--- src/rtl/rtc_stopwatch.sv ---
`default_nettype none
// rtc_stopwatch: job-duration profiler on the ms RTC count with last/max/count
// statistics, per-run timeout watchdog and a register port with interrupt. Rev 1.0
module rtc_stopwatch #(
  parameter int              MS_W        = 32,
  parameter logic [MS_W-1:0] TIMEOUT_RST = '0
) (
  input  logic            clk,
  input  logic            rst,
  input  logic [MS_W-1:0] ms_in,
  input  logic            start,
  input  logic            stop,
  input  logic            cs,
  input  logic            we,
  input  logic [2:0]      addr,
  input  logic [MS_W-1:0] wdata,
  output logic [MS_W-1:0] rdata,
  output logic            irq
);

  typedef enum logic [0:0] {ST_IDLE = 1'b0, ST_RUN = 1'b1} state_t;

  state_t          state_q, state_d;
  logic            enable_q, enable_d, irq_en_q, irq_en_d;
  logic            done_q, done_d, tflag_q, tflag_d, fired_q, fired_d;
  logic [MS_W-1:0] start_ts_q, start_ts_d, last_q, last_d, max_q, max_d;
  logic [MS_W-1:0] count_q, count_d, timeout_val_q, timeout_val_d;
  logic [MS_W-1:0] rdata_q, rdata_d;
  logic            irq_q, irq_d;
  logic [MS_W-1:0] elapsed;
  logic            wr, rd, clr;

  always_comb begin
    state_d       = state_q;
    enable_d      = enable_q;
    irq_en_d      = irq_en_q;
    done_d        = done_q;
    tflag_d       = tflag_q;
    fired_d       = fired_q;
    start_ts_d    = start_ts_q;
    last_d        = last_q;
    max_d         = max_q;
    count_d       = count_q;
    timeout_val_d = timeout_val_q;
    rdata_d       = rdata_q;
    wr            = cs & we;
    rd            = cs & ~we;
    clr           = wr && (addr == 3'd0) && wdata[2];
    elapsed       = ms_in - start_ts_q;
    irq_d         = irq_en_q & (done_q | tflag_q);

    if (wr && addr == 3'd0) begin
      enable_d = wdata[0];
      irq_en_d = wdata[1];
    end
    if (wr && addr == 3'd5) timeout_val_d = wdata;
    if (wr && addr == 3'd1) begin
      if (wdata[1]) done_d = 1'b0;
      if (wdata[2]) tflag_d = 1'b0;
    end

    // Hardware sets below are applied after W1C so a coincident set wins.
    if (clr) begin
      state_d    = ST_IDLE;
      done_d     = 1'b0;
      tflag_d    = 1'b0;
      fired_d    = 1'b0;
      start_ts_d = '0;
      last_d     = '0;
      max_d      = '0;
      count_d    = '0;
    end else if (!enable_q) begin
      state_d = ST_IDLE;
    end else begin
      case (state_q)
        ST_IDLE: begin
          if (start) begin
            state_d    = ST_RUN;
            start_ts_d = ms_in;
            fired_d    = 1'b0;
          end
        end
        ST_RUN: begin
          if (!start && !fired_q && timeout_val_q != '0 && elapsed >= timeout_val_q) begin
            tflag_d = 1'b1;
            fired_d = 1'b1;
          end
          if (stop) begin
            last_d = elapsed;
            if (elapsed > max_q) max_d = elapsed;
            if (count_q != '1) count_d = count_q + MS_W'(1);
            done_d = 1'b1;
            if (!start) state_d = ST_IDLE;
          end
          // Start (alone or with stop) begins a fresh run using the new timestamp.
          if (start) begin
            start_ts_d = ms_in;
            fired_d    = 1'b0;
          end
        end
        default: state_d = ST_IDLE;
      endcase
    end

    if (rd) begin
      rdata_d = '0;
      case (addr)
        3'd0: rdata_d[1:0] = {irq_en_q, enable_q};
        3'd1: rdata_d[2:0] = {tflag_q, done_q, state_q == ST_RUN};
        3'd2: rdata_d = last_q;
        3'd3: rdata_d = max_q;
        3'd4: rdata_d = count_q;
        3'd5: rdata_d = timeout_val_q;
        3'd6: rdata_d = start_ts_q;
        default: rdata_d = ms_in;
      endcase
    end
  end

  always_ff @(posedge clk or negedge rst) begin
    if (!rst) begin
      state_q       <= ST_IDLE;
      enable_q      <= 1'b0;
      irq_en_q      <= 1'b0;
      done_q        <= 1'b0;
      tflag_q       <= 1'b0;
      fired_q       <= 1'b0;
      start_ts_q    <= '0;
      last_q        <= '0;
      max_q         <= '0;
      count_q       <= '0;
      timeout_val_q <= TIMEOUT_RST;
      rdata_q       <= '0;
      irq_q         <= 1'b0;
    end else begin
      state_q       <= state_d;
      enable_q      <= enable_d;
      irq_en_q      <= irq_en_d;
      done_q        <= done_d;
      tflag_q       <= tflag_d;
      fired_q       <= fired_d;
      start_ts_q    <= start_ts_d;
      last_q        <= last_d;
      max_q         <= max_d;
      count_q       <= count_d;
      timeout_val_q <= timeout_val_d;
      rdata_q       <= rdata_d;
      irq_q         <= irq_d;
    end
  end

  assign rdata = rdata_q;
  assign irq   = irq_q;

endmodule
`default_nettype wire

--- config.mk ---
export PLATFORM = sky130hd
export DESIGN_NAME = rtc_stopwatch
export DESIGN_NICKNAME = d
export VERILOG_FILES = /design/src/rtl/rtc_stopwatch.sv
export SDC_FILE = /design/constraint.sdc
export NUM_CORES = 1
export LEC_CHECK = 0
export BUFFER_PORTS_ARGS = -buffer_cell sky130_fd_sc_hd__buf_2
export CAP_MARGIN = 10
export CORE_MARGIN = 5
export CORE_UTILIZATION = 61
export DETAILED_ROUTE_END_ITERATION = 10
export PLACE_DENSITY = 0.81
export SYNTH_ARGS = -nofsm -noshare
export SYNTH_HDL_FRONTEND = slang
export SYNTH_SLANG_ARGS = --single-unit
--- constraint.sdc ---
create_clock -name clk -period 4.9 [get_ports clk]
set_input_delay 1.47 -clock clk [delete_from_list [all_inputs] [get_ports clk]]
set_output_delay 1.47 -clock clk [all_outputs]
set_load 0.02 [all_outputs]
==> results.py <==
metrics = {
    "outcome": {
        "status": "finished, violations left",
        "failed_checks": "setup timing",
    },
    "detailed_routing": {
        "routed-wl-met2_um": 19780,
        "first_pass_iters": 6,
        "avgRoutedWirePerCell_um": 21.27,
        "viasPerCell": 6.332,
        "top_layer": "met4",
        "drtAntennaViolNets": 0,
        "wl_met3_um": 4077,
        "routed_wl_um": 43190,
        "vias": 12850,
        "drtIter0Drc": 1224,
        "wirelength_met1_um": 17710,
        "drc_errors": 0,
    },
    "critical_path": {
        "worstPathRequired_ns": 5.22,
        "cp_slowest_stage_delay_ns": 0.35,
        "arrival_ns": 5.52,
        "reg2reg_depth": 20,
        "crit_top_cell": "buf_4",
        "reg2reg_from": "start_ts_q[1]$_DFFE_PN0P_",
        "start_kind": "input port",
        "worstPathCellList": "buf_2 -> ha_1 -> and4_1 -> and3_4 -> buf_4 -> a211o_1 -> a41oi_2 -> o21bai_1 -> a21oi_2 -> xor2_1 -> inv_1 -> buf_6 -> ha_4 -> a21oi_1 -> nor2_1 -> a211oi_2 -> o41ai_2 -> o31ai_1 -> buf_4 -> and2_4 -> nor3_1 -> or3_1",
        "cpMaxStageDelayCell": "or3_1",
        "critPathMaxFanout": 7,
        "cp_num_cells": 22,
        "worst_setup_path_end_kind": "flop",
        "crit_type": "in -> reg",
        "crit_family": "compound AO/OA/AOI/OAI gates",
        "crit_buf_inv": 5,
        "startpoint": "ms_in[9]",
    },
    "logic_synthesis": {
        "synth_top_cells_by_count": "208 x nand2_1, 199 x dfrtp_1, 124 x o21ai_0",
        "synth_area_leaders": "dfrtp_1 38%, ha_1 9.1%, nand2_1 5.9%, mux2i_1 4.8%, o21ai_0 4.7%",
        "async_flop_share": 1.000,
        "synth_compound_area_frac": 0.1928,
        "synth_top_family_by_area": "compound AO/OA/AOI/OAI gates",
        "yosysTopAreaCell": "dfrtp_1",
        "syn_area_um2": 13210,
        "synth.area.mux_share": 0.08694,
        "synth-seq-area-share": 0.3769,
        "yosysWarnings": 0,
        "syn_nets": 1673,
        "synth.top_cell.area_share": 0.3769,
        "synthAdderAreaFrac": 0.09243,
        "avgSynthCellArea_um2": 8.790,
        "synth_enable_flop_cells": 0,
        "ys_ff_latch": 199,
        "synth_xor_area_frac": 0.03315,
        "synth_cell_types": 74,
        "synth_ff_type": "dfrtp_1",
        "synthSimpleGateAreaFrac": 0.1621,
        "synthCells": 1503,
        "yosysMostFrequentCell": "nand2_1",
    },
    "final_layout": {
        "antenna_cells": 0,
        "layout.cells.non_filler": 2030,
        "final_nets": 1913,
        "final_cell_area_um2": 16480,
        "syn_to_final_growth_pct": 24.77,
        "drive_gt1_frac": 0.2684,
        "utilization": 0.7792,
    },
    "placed_design": {
        "dp_cells": 1984,
        "gp_congestion": 1.002,
        "port_buffers": 105,
        "dpl_worst_slack_ns": -0.8931,
        "place_hpwl_um": 30590,
        "placed_cell_area_um2": 15320,
    },
    "hold_path": {
        "hp-class": "reg -> reg",
        "min_from": "rdata[22]$_DFFE_PN0P_",
        "hold_depth": 2,
    },
    "power": {
        "p_seq_frac": 0.283,
        "internal-power_mw": 5.126,
        "p_leak_nw": 7.770,
        "switching_share": 0.4224,
        "power_density_nw_per_um2": 538.4,
        "pwr-share-clk": 0.158,
        "peakVddDrop_mv": 0.3227,
        "combPwrFrac": 0.559,
        "switchingPower_mw": 3.749,
    },
    "sta": {
        "worst_pin_slew_ns": 1.022,
        "hold_violations": 0,
        "finalCritPeriodShare": 1.061,
        "slew_headroom": 0.3171,
        "worst_clock_skew_ns": 0.01910,
        "max_freq_mhz": 192.3,
        "slew_violations": 0,
        "worst_slack_ns": -0.2990,
        "hold_ws_ns": 0.4770,
        "rsz0062_at_grt": "yes",
        "setup_viol": 33,
        "min_period_ns": 5.199,
    },
    "flow_run": {
        "maxCapViolations": 0,
    },
    "clock_tree": {
        "cts_tree": "built",
        "insertion_delay_ns": 0.46,
        "cts_buffer_depth": 2,
        "cts_sinks": 199,
        "clockRootBuffer": "clkbuf_16",
        "cts_hold_buffers": 0,
        "cts_buffers": 17,
        "htree_num_levels": 4,
        "cts.clk_slew.worst_paths_ns": 0.08,
    },
    "global_routing": {
        "grtUsageTotal": 0.3449,
        "grt.overflow.total": 0,
        "grt_pass1_wl_um": 66830,
        "grt_start_max_net_pins": 113,
        "antenna_found_initial": 0,
        "grt_pass1_vias": 12570,
    },
    "floorplan": {
        "die_h_um": 157.2,
        "ios": 106,
        "fp-row-count": 53,
        "floorplan.initialDensity": 0.6245,
        "die_x_um": 157.2,
        "fp.dieArea_um2": 24700,
        "core_area_um2": 21150,
    },
}
==> what timing repair did <==
item                                    CTS  global route
resized for setup                        23            76
pin swaps                                11            30
cloned                                    0             1
setup buffers                             6             9
endpoints found under the setup margin   34            34
==> final timing paths <==
path	end	slack, ns
max	max_q[29]$_DFFE_PN0P_	-0.30
min	rdata[22]$_DFFE_PN0P_	0.48
max reg2reg	max_q[29]$_DFFE_PN0P_	0.33
min reg2reg	rdata[22]$_DFFE_PN0P_	0.48
max in group asynchronous	last_q[0]$_DFFE_PN0P_	2.85
min in group asynchronous	rdata[30]$_DFFE_PN0P_	1.09
==> power groups by stage <==
stage                     sequential [mW]  combinational [mW]  clock, mW
after detailed placement             2.51                4.44          0
final                                2.51                4.96       1.40
after CTS                            2.48                4.64       1.41
after global placement               2.48                4.34          0
after global routing                 2.56                5.44       1.47
after floorplan                      2.43                2.66          0
==> layer usage <==
metal	vias to the layer above	track usage
li1	5823	-
met5	-	0
met4	0	0.1159
met1	6176	0.4760
met2	720	0.5561
met3	135	0.05884
==> worst reg2reg max path, delay by kind of cell, from the launching register on <==
kind,cells,cell delay [ns]
buf+inv,3,0.56
fa+ha+maj,2,0.57
compound gates,7,1.42
simple gates,7,1.37
flops,1,0.39
xor+xnor,1,0.16
==> sequential cells by signal (all words and copies together) (netlist names) <==
register and cells:
start_ts_q 32, rdata 32, timeout_val_q 32, enable_q 1, count_q 32, done_q 1
max_q 32, tflag_q 1, last_q 32, irq_en_q 1, irq 1, fired_q 1
state_q 1
==> cells by family after synthesis <==
| logic type | count (synthesis) |
|---|---|
| AO/OA/AOI/OAI | 388 |
| XOR/XNOR | 50 |
| buffers and inverters | 193 |
| multiplexers | 107 |
| flip-flops | 199 |
| AND/OR/NAND/NOR | 469 |
| adder cells (fa/ha/maj) | 97 |
==> stage by stage <==
stage          power [mW]  TNS (ns)
2_1_floorplan       5.095    -1.429
6_report            8.874    -5.554
4_1_cts             8.530  -0.08716
3_3_place_gp        6.819    -17.79
3_5_place_dp        6.949    -22.20
5_1_grt             9.468    -9.958
==> placed cells by master (no fill, tap or decap), drive strengths merged, types with 4 or more instances in the layout <==
| cell | netlist | routed |
|---|---|---|
| buf | 17 | 301 |
| nand2 | 208 | 208 |
| dfrtp | 199 | 199 |
| o21ai | 125 | 125 |
| inv | 111 | 117 |
| ha | 96 | 96 |
| nor2 | 94 | 94 |
| a21oi | 88 | 88 |
| mux2i | 63 | 63 |
| mux2 | 42 | 42 |
| a22o | 36 | 36 |
| nand3 | 36 | 36 |
| nand4 | 29 | 29 |
| xnor2 | 26 | 26 |
| a22oi | 25 | 25 |
| xor2 | 24 | 24 |
| clkbuf | 65 | 19 |
| a21o | 15 | 15 |
| nor3 | 15 | 15 |
| a211oi | 15 | 15 |
| nor2b | 14 | 14 |
| nor4 | 14 | 14 |
| and3 | 13 | 13 |
| or3 | 12 | 12 |
| nand2b | 12 | 12 |
| o211ai | 11 | 11 |
| o31ai | 10 | 10 |
| and2 | 10 | 10 |
| a31oi | 9 | 9 |
| a221oi | 8 | 8 |
| clkinv | 0 | 8 |
| o21a | 7 | 7 |
| and4 | 4 | 4 |
| o41ai | 4 | 4 |
==> cell type report <==
type | count | area (µm²)
multi-input combinational | 1111 | 8016
sequential | 199 | 4980
fill | 1488 | 4671
timing repair buffer | 303 | 2148
inverter | 111 | 429.2
clock buffer | 17 | 425.4
tap | 275 | 344.1
clock inverter | 14 | 140.1
(Power assumes the default switching activity.)
